<file path="src/rtl/dma_ctrl_mc.sv">
`default_nettype none
// ============================================================================
// dma_ctrl_mc : multi-channel DMA engine, round-robin word-interleaved copy
// Rev 1.0
// ============================================================================
module dma_ctrl_mc #(
  parameter int N_CH   = 2,
  parameter int ADDR_W = 8,
  parameter int DATA_W = 8,
  parameter int LEN_W  = 8,
  parameter int CH_W   = (N_CH > 1) ? $clog2(N_CH) : 1
) (
  input  logic              clk,
  input  logic              rst,
  input  logic              cfg_wr,
  input  logic [CH_W-1:0]   cfg_ch,
  input  logic [ADDR_W-1:0] cfg_src,
  input  logic [ADDR_W-1:0] cfg_dst,
  input  logic [LEN_W-1:0]  cfg_len,
  input  logic              start,
  input  logic [N_CH-1:0]   irq_clr,
  output logic              mem_en,
  output logic              mem_we,
  output logic [ADDR_W-1:0] mem_addr,
  output logic [DATA_W-1:0] mem_wdata,
  input  logic [DATA_W-1:0] mem_rdata,
  output logic [N_CH-1:0]   busy,
  output logic [N_CH-1:0]   irq,
  output logic              cfg_err
);

  typedef enum logic [1:0] {S_IDLE, S_RD, S_LAT, S_WR} state_t;

  state_t              state_q, state_d;
  logic [CH_W-1:0]     cur_q, cur_d;
  logic [CH_W-1:0]     rr_q, rr_d;
  logic [DATA_W-1:0]   data_q, data_d;
  logic [ADDR_W-1:0]   src_q [N_CH];
  logic [ADDR_W-1:0]   src_d [N_CH];
  logic [ADDR_W-1:0]   dst_q [N_CH];
  logic [ADDR_W-1:0]   dst_d [N_CH];
  logic [LEN_W-1:0]    len_q [N_CH];
  logic [LEN_W-1:0]    len_d [N_CH];
  logic [N_CH-1:0]     busy_q, busy_d;
  logic [N_CH-1:0]     irq_q, irq_d, irq_set;
  logic                cfg_err_q, cfg_err_d;
  logic                ch_ok;
  logic [CH_W-1:0]     grant;

  // Lowest requesting index strictly above ptr, wrapping; ptr itself is checked last.
  function automatic logic [CH_W-1:0] rr_pick(input logic [N_CH-1:0] req,
                                              input logic [CH_W-1:0] ptr);
    logic [CH_W-1:0] pick;
    pick = ptr;
    for (int k = N_CH; k >= 1; k--) begin
      if (req[(int'(ptr) + k) % N_CH]) pick = CH_W'((int'(ptr) + k) % N_CH);
    end
    return pick;
  endfunction

  always_comb begin
    state_d   = state_q;
    cur_d     = cur_q;
    rr_d      = rr_q;
    data_d    = data_q;
    src_d     = src_q;
    dst_d     = dst_q;
    len_d     = len_q;
    busy_d    = busy_q;
    irq_set   = '0;
    cfg_err_d = 1'b0;
    grant     = rr_q;
    mem_en    = 1'b0;
    mem_we    = 1'b0;
    mem_addr  = '0;
    mem_wdata = '0;
    ch_ok     = int'(cfg_ch) < N_CH;

    if ((cfg_wr || start) && (!ch_ok || busy_q[cfg_ch])) begin
      cfg_err_d = 1'b1;
    end else begin
      if (cfg_wr) begin
        src_d[cfg_ch] = cfg_src;
        dst_d[cfg_ch] = cfg_dst;
        len_d[cfg_ch] = cfg_len;
      end
      // start sees the length just loaded by a simultaneous cfg_wr
      if (start) begin
        if (len_d[cfg_ch] != '0) busy_d[cfg_ch]  = 1'b1;
        else                     irq_set[cfg_ch] = 1'b1;
      end
    end

    case (state_q)
      S_IDLE: begin
        if (|busy_q) begin
          grant   = rr_pick(busy_q, rr_q);
          cur_d   = grant;
          rr_d    = grant;
          state_d = S_RD;
        end
      end
      S_RD: begin
        mem_en   = 1'b1;
        mem_addr = src_q[cur_q];
        state_d  = S_LAT;
      end
      S_LAT: begin
        data_d  = mem_rdata;
        state_d = S_WR;
      end
      S_WR: begin
        mem_en        = 1'b1;
        mem_we        = 1'b1;
        mem_addr      = dst_q[cur_q];
        mem_wdata     = data_q;
        src_d[cur_q]  = src_q[cur_q] + ADDR_W'(1);
        dst_d[cur_q]  = dst_q[cur_q] + ADDR_W'(1);
        if (len_q[cur_q] != '0) len_d[cur_q] = len_q[cur_q] - LEN_W'(1);
        if (len_q[cur_q] <= LEN_W'(1)) begin
          busy_d[cur_q]  = 1'b0;
          irq_set[cur_q] = 1'b1;
        end
        // busy_d already includes channels started this cycle
        if (|busy_d) begin
          grant   = rr_pick(busy_d, rr_q);
          cur_d   = grant;
          rr_d    = grant;
          state_d = S_RD;
        end else begin
          state_d = S_IDLE;
        end
      end
      default: state_d = S_IDLE;
    endcase

    irq_d = (irq_q & ~irq_clr) | irq_set;
  end

  always_ff @(posedge clk or negedge rst) begin
    if (!rst) begin
      state_q   <= S_IDLE;
      cur_q     <= '0;
      rr_q      <= CH_W'(N_CH - 1);
      data_q    <= '0;
      busy_q    <= '0;
      irq_q     <= '0;
      cfg_err_q <= 1'b0;
      for (int i = 0; i < N_CH; i++) begin
        src_q[i] <= '0;
        dst_q[i] <= '0;
        len_q[i] <= '0;
      end
    end else begin
      state_q   <= state_d;
      cur_q     <= cur_d;
      rr_q      <= rr_d;
      data_q    <= data_d;
      busy_q    <= busy_d;
      irq_q     <= irq_d;
      cfg_err_q <= cfg_err_d;
      for (int i = 0; i < N_CH; i++) begin
        src_q[i] <= src_d[i];
        dst_q[i] <= dst_d[i];
        len_q[i] <= len_d[i];
      end
    end
  end

  assign busy    = busy_q;
  assign irq     = irq_q;
  assign cfg_err = cfg_err_q;

endmodule
`default_nettype wire

</file>
<file path="config.mk">
export PLATFORM = sky130hd
export DESIGN_NAME = dma_ctrl_mc
export DESIGN_NICKNAME = d
export VERILOG_FILES = /design/src/rtl/dma_ctrl_mc.sv
export SDC_FILE = /design/constraint.sdc
export NUM_CORES = 1
export LEC_CHECK = 0
export ABC_AREA = 1
export CELL_PAD_IN_SITES_DETAIL_PLACEMENT = 1
export CELL_PAD_IN_SITES_GLOBAL_PLACEMENT = 2
export CORE_MARGIN = 4
export CORE_UTILIZATION = 35
export CTS_BUF_LIST = sky130_fd_sc_hd__clkbuf_8
export CTS_CLUSTER_SIZE = 24
export DETAILED_ROUTE_END_ITERATION = 6
export PLACE_DENSITY_LB_ADDON = 0.1
export SLEW_MARGIN = 20
export SYNTH_ARGS = -nofsm -noshare
export SYNTH_HDL_FRONTEND = slang
export SYNTH_SLANG_ARGS = --single-unit
</file>
<file path="constraint.sdc">
create_clock -name clk -period 3.4 [get_ports clk]
set_input_delay 0.34 -clock clk [delete_from_list [all_inputs] [get_ports clk]]
set_output_delay 0.34 -clock clk [all_outputs]
set_load 0.01 [all_outputs]
</file>
After elaboration in Yosys (flattened, before gate mapping)
Index checks and enable logic that the tools add are counted.
Widths: inputs -> output; s select.
{"block": "word_totals", "in_bits": 39, "output_inout_bits": 23, "rom_bits": 0, "latch_bits": 0, "word_cells": 136, "n_memories": 0, "mem_bits_rw": 0, "reg_bits": 65}
{"block": "op_classes", "shift": 0, "reduce_logical": 14, "n_mul": 0, "magnitude_cmp": 11, "add_sub_neg": 5, "div": 0, "eq_ne": 5, "n_bitwise": 11, "muxes": 77}
{"op": "$mux 16", "n": 11}
{"op": "$mux 8", "n": 15}
{"op": "$bwmux 16", "n": 6}
{"op": "$mux 1", "n": 26}
{"op": "$mux 2", "n": 12}
{"op": "$add 8x1->8 const B", "n": 2}
{"op": "$demux 8 s1", "n": 2}
{"op": "$pmux 8 s2", "n": 1}
{"op": "$reduce_bool 8->1", "n": 2}
{"op": "$le 8x1->1 const B", "n": 1}
{"op": "$pmux 2 s4", "n": 1}
{"op": "$sub 8x1->8 const B", "n": 1}
{"op": "$lt 2x3->1 const B", "n": 2}
{"op": "$or 2x2->2", "n": 3}
{"op": "$reduce_or 2->1", "n": 3}
{"op": "$logic_and 1x1->1", "n": 5}
{"op": "$and 2x2->2", "n": 2}
{"op": "$eq 2x2->1 const B", "n": 2}
{"op": "$ge 2x2->1 const B", "n": 2}
{"op": "$lt 1x2->1 const B", "n": 2}
{"op": "$lt 2x1->1 const B", "n": 2}
{"op": "$ne 2x2->1 const B", "n": 2}
{"op": "$not 1->2", "n": 2}
{"op": "$not 2->2", "n": 2}
{"op": "other kinds (10)", "n": 14}

Longest topological paths before layout
{"block": "depth", "ltp_word": 25, "depth_mapped": 18, "depth_no_buf": 15}

Worst setup path after synthesis
No wires, ideal clock.
{"block": "synth_path", "path_kind": "flip-flop to flip-flop", "start": "reg cur_q", "end": "reg cur_q", "path_buffers": 3, "path_stages_with_launch": 17, "setup_time_ns": 0.118, "arrival_time_ns": 2.015, "required_time_ns": 3.282, "setup_slack_ns": 1.267, "synth_period_minus_slack_ns": 2.133, "cell_sequence": "dfrtp_1 -> buf_6 -> buf_6 -> buf_8 -> o21ai_2 -> ha_1 -> inv_1 -> nor2_1 -> nand2_1 -> o21ai_2 -> nand2_1 -> nand2_1 -> nand3_1 -> nand2_1 -> nor2_1 -> nand2_1 -> nand2_1"}
{"block": "synth_via", "elab_chain_cells": 15, "word_cells_on_any_way": 27, "classes_between": "3 x order compare; 1 x eq/ne; 17 x mux; 3 x bitwise; 3 x reduce/logical"}
{"element": "start: declaration", "line": "35", "text": "logic [CH_W-1:0] cur_q, cur_d;"}
{"element": "start signal: assignment", "line": "156", "text": "cur_q <= cur_d;"}
{"element": "parallel branches: the longest is 6 deep, another holds $le 8x1->1"}
{"element": "$mux 2 *", "line": "120", "text": "if (len_q[cur_q] <= LEN_W'(1)) begin"}
{"element": "$mux 2 *", "line": "94", "text": "case (state_q)"}
{"element": "$mux 1 (not written as such) (3 in a row)", "line": "56", "text": "if (req[(int'(ptr) + k) % N_CH]) pick = CH_W'((int'(ptr) + k) % N_CH);"}
{"element": "$mux 1 (2 in a row)", "line": "56"}
{"element": "$mux 1", "line": "125", "text": "if (|busy_d) begin"}
{"element": "$pmux 1 s2", "line": "94"}
Mark *: on every way between the ends. The select of a mux whose other input is x is not followed.
A chain may end at the register's enable or synchronous reset.

Final worst setup path
{"block": "layout_path", "start": "reg cur_q", "end": "out mem_addr[3]"}
{"block": "layout_via", "elab_chain_cells": 5, "word_cells_on_any_way": 8, "classes_between": "7 x mux; 1 x bitwise"}
{"element": "$not 1->2 (not written as such) *", "line": "105, 115"}
{"element": "$mux 8, on equally long branches (3 in a row)", "line": "115, 105"}
{"element": "$pmux 8 s2 *", "line": "94"}
{"element": "end: declaration", "line": "24", "text": "output logic [ADDR_W-1:0] mem_addr,"}
Every way passes the cells marked *; elsewhere a longest branch is shown, timed or not. The select of a mux whose other input is x is not followed.

==> metrics.csv <==
stage,metric,value,unit
route,ant_nets,0,
setup_path,cp-end-kind,primary output,
setup_path,ff2ff_path_depth,10,
route,first_pass_iters,4,
cells_and_area,fin_area,0.00534,mm^2
pwr,p_sw,2.35,mW
setup_path,regToRegEndpoint,len_q[14],
setup_path,worstPathBufferInverterCount,2,
pwr,combPwrFrac,58.7,%
route,drc,0,
sta,timing.slew.headroom,58.0,%
floorplanning,dieWidth,120,um
floorplanning,die-height,120,um
global_routing,grt_max_degree,26,
sta,finClkSkew,0.0129,ns
route,routed_wl,14000,um
sta,finalSetupViolCount,0,
floorplanning,die_area,0.0143,mm^2
clock_network,postCtsSetupBuffers,0,
logic_synthesis,synth-edff-count,0,
logic_synthesis,synth_seq_cells,65,
setup_path,critPathMaxStageDelay,0.68,ns
setup_path,cp_max_fo,12,
setup_path,cp_data_required_time,3.06,ns
route,wl_per_cell,16.9,um
setup_path,reg2reg_from,cur_q,
cells_and_area,num_antenna_cells,0,
clock_network,cts.reportedPaths.clkPinSlew,0.07,ns
logic_synthesis,syn_area_per_cell,7.34,um^2
hold_path,min_to,src_q[8],
floorplanning,ioPinCount,62,
logic_synthesis,ys_types,41,
setup_path,worstSetupStartpointType,register,
hold_path,worstHoldPathCells,1,
setup_path,cp_cell_sequence,inv_1 > or2_2 > o21ai_0 > o22ai_1 > clkdlybuf4s50_1,
placement,dpl.cell_count,810,
route,vias_per_cell,5.03,
sta,fmaxAchievable,0.353,GHz
floorplanning,row_count,40,
pwr,peakVddDrop,0.345,mV
hold_path,hold_path.class,register to register,
pwr,powerDensity,962,mW/mm^2
cells_and_area,nets,702,
cells_and_area,fillers,1532,
logic_synthesis,ys_warn_count,0,
placement,placed_area,0.00512,mm^2
global_routing,track_usage,20.4,%
clock_network,h-tree-depth,3,
logic_synthesis,async_reset_ff_share,100,%
route,first_iter_violations,181,
clock_network,cts_buffers,9,
sta,grt_setup_unrepaired,false,
setup_path,critPathKind,register to primary output,
cells_and_area,layoutNonFillerInstCount,827,
sta,drv_slew,0,
clock_network,clkLatencyLatePin,0.36,ns
logic_synthesis,syn-num-nets,641,
global_routing,grt_pass1_wl,23000,um
sta,hold_violations,0,
run_status,status,completed,
pwr,clkPwrFrac,13.9,%
placement,hpwl,10500,um
sta,fin_crit,2.84,ns
job,drv_cap,0,
cells_and_area,layout-drive-gt1-share,10.3,%
floorplanning,initial_core_util,35.9,%
clock_network,root_buffer,clkbuf_8,
clock_network,ctsLongestPathBuffers,2,
global_routing,grt_pass1_vias,4246,
clock_network,cts.sink_count,65,
cells_and_area,syn_to_final_growth,22.7,%
logic_synthesis,synth_ff_type,dfrtp_1,
pwr,leakage,2.59,nW
floorplanning,core,0.0121,mm^2
setup_path,regToRegSetupSlack,0.93,ns
sta,tns,0,ns
clock_network,cts_tree,done,
setup_path,cp_slowest_cell,dfrtp_1,
sta,tightestPinTransition,0.629,ns
placement,gp_congestion,0.831,
pwr,p_seq_share,27.4,%
global_routing,antenna_found_initial,0,
placement,portBuffers,61,
sta,fin_crit_sh,83.4,%
global_routing,overflow,0,
logic_synthesis,ys_seq_area_share,37.4,%
route,dr_total_vias,4161,
pwr,p_int,2.78,mW
setup_path,cp.arrival,2.50,ns
logic_synthesis,syn_inst,593,
pwr,switching_share,45.8,%
hold_path,worstHoldStart,src_q[8],
setup_path,cp_top_family,buffers and inverters,
logic_synthesis,netlist_area,0.00435,mm^2
stage by stage:
step           power [mW]  util (%)  setup WS (ns)  hold slack (ns)
3_5_place_dp         4.44      42.3          0.525            0.343
2_1_floorplan        3.49         -           1.27           0.0444
3_3_place_gp         4.35      42.3          0.646            0.346
5_1_grt              5.66      44.1          0.351            0.491
6_report             5.14      44.1          0.565            0.478
4_1_cts              5.19      44.1          0.521            0.475
logic make-up (layout without fill, tap and decap cells):
family / after synthesis / count (layout) / synth area share (%)
buffers and inverters: 129 / 195 / 12.4
xor gates and xnor gates: 18 / 18 / 3.62
DFF: 65 / 65 / 37.4
AOI/OAI and AO/OA: 139 / 139 / 18.7
adders and majority gates: 9 / 9 / 2.59
and+or+nand+nor: 220 / 220 / 21.9
muxes: 13 / 13 / 3.34
worst max-delay path by stage:
stage,cells past startpoint,from,endpoint,slack [ns]
final,5,cur_q,mem_addr[3],0.56
after global routing,5,cur_q,mem_addr[3],0.35
after CTS,5,cur_q,mem_addr[3],0.52
after detailed placement,16,cfg_ch,cur_q,0.52
after global placement,16,cfg_ch,cur_q,0.65
after floorplan,16,cur_q,cur_q,1.27
worst reg2reg max path, stage by stage, from the launching register on:
cell	delay (ns)
dfrtp_1	0.68
nand2_1	0.14
o21ai_2	0.11
ha_1	0.17
inv_1	0.06
nor2_1	0.31
nand2_1	0.15
nand2_1	0.41
o211ai_1	0.16
o21ai_0	0.11
inv_1	0.05
routing by layer:
metal  share of wire [%]  GRT usage [%]  wire length, um  vias to the layer above
met4                 1.4           6.44              190                        0
li1                    -              -                -                     2026
met2                  46           32.6             6470                       75
met1                  49           28.6             6890                     2049
met5                   0              0                0                        -
met3                 3.3           3.11              457                       11
placed cells by master, fill, tap and decap left out, types with 2 or more instances in the layout:
cell | netlist | layout
a21oi_1 | 22 | 22
a22o_1 | 5 | 5
a22oi_1 | 2 | 2
a31oi_1 | 8 | 8
and2_1 | 2 | 2
buf_4 | 2 | 15
clkbuf_8 | 0 | 12
clkdlybuf4s50_1 | 0 | 60
clkinv_1 | 3 | 3
dfrtp_1 | 64 | 64
ha_1 | 9 | 9
inv_1 | 96 | 98
inv_2 | 3 | 3
mux2_2 | 9 | 9
mux2i_1 | 3 | 3
nand2_1 | 140 | 140
nand3_1 | 34 | 34
nand3_2 | 2 | 2
nor2_1 | 25 | 25
nor2_2 | 3 | 3
nor3_1 | 4 | 4
nor3_2 | 2 | 2
o211ai_1 | 11 | 11
o21a_1 | 3 | 3
o21ai_0 | 61 | 61
o21ai_1 | 9 | 9
o21ai_2 | 7 | 7
o22ai_1 | 9 | 9
or2_2 | 4 | 4
xnor2_1 | 7 | 7
xor2_1 | 11 | 11
cells in the mapped netlist (2+ instances only):
library cell  instances  area (um^2)
nand3_2               2         20.0
dfrtp_1              64         1600
mux2i_1               3         30.0
nor2_2                3         18.8
nand2_1             140          526
o21a_1                3         22.5
xnor2_1               7         61.3
o21ai_2               7         61.3
o21ai_0              61          305
a22oi_1               2         15.0
clkinv_1              3         11.3
inv_1                96          360
a21oi_1              22          110
o21ai_1               9         45.0
nor3_2                2         20.0
clkbuf_1             14         52.6
and2_1                2         12.5
buf_4                 2         15.0
nand3_1              34          170
or2_2                 4         25.0
ha_1                  9          113
buf_2                 6         30.0
a31oi_1               8         50.1
nor3_1                4         20.0
inv_2                 3         11.3
mux2_2                9          101
xor2_1               11         96.3
o211ai_1             11         82.6
a22o_1                5         43.8
nor2_1               25         93.8
o22ai_1               9         56.3
buf_6                 4         45.0
timing repair:
| action | CTS | global route |
|---|---|---|
| hold buffers | 1 | 0 |
| hold endpoints to repair | 19 | 0 |
| resized for setup | 0 | 0 |
state kept, by name, indices dropped and copies added (netlist names):
signal,cells
busy,2
cfg_err,1
cur_q,1
data_q,8
dst_q,16
irq,2
len_q,16
rr_q,1
src_q,16
state_q,2
cell type report:
cell class / count / area [um^2] / area share, %
Clock buffer: 12 / 165 / 3.09
Clock inverter: 4 / 42.5 / 0.797
Inverter: 102 / 383 / 7.17
Multi-Input combinational cell: 399 / 2180 / 40.9
Sequential cell: 65 / 1630 / 30.5
Tap cell: 168 / 210 / 3.94
Timing Repair Buffer: 77 / 728 / 13.6
power groups by stage:
stage	clock (mW)	combinational [mW]	sequential (mW)
2_1_floorplan	0	2.17	1.33
3_3_place_gp	0	2.95	1.41
3_5_place_dp	0	3.02	1.42
4_1_cts	0.735	3.05	1.41
5_1_grt	0.773	3.42	1.46
6_report	0.714	3.02	1.41
Power figures use the tool's default switching activity.
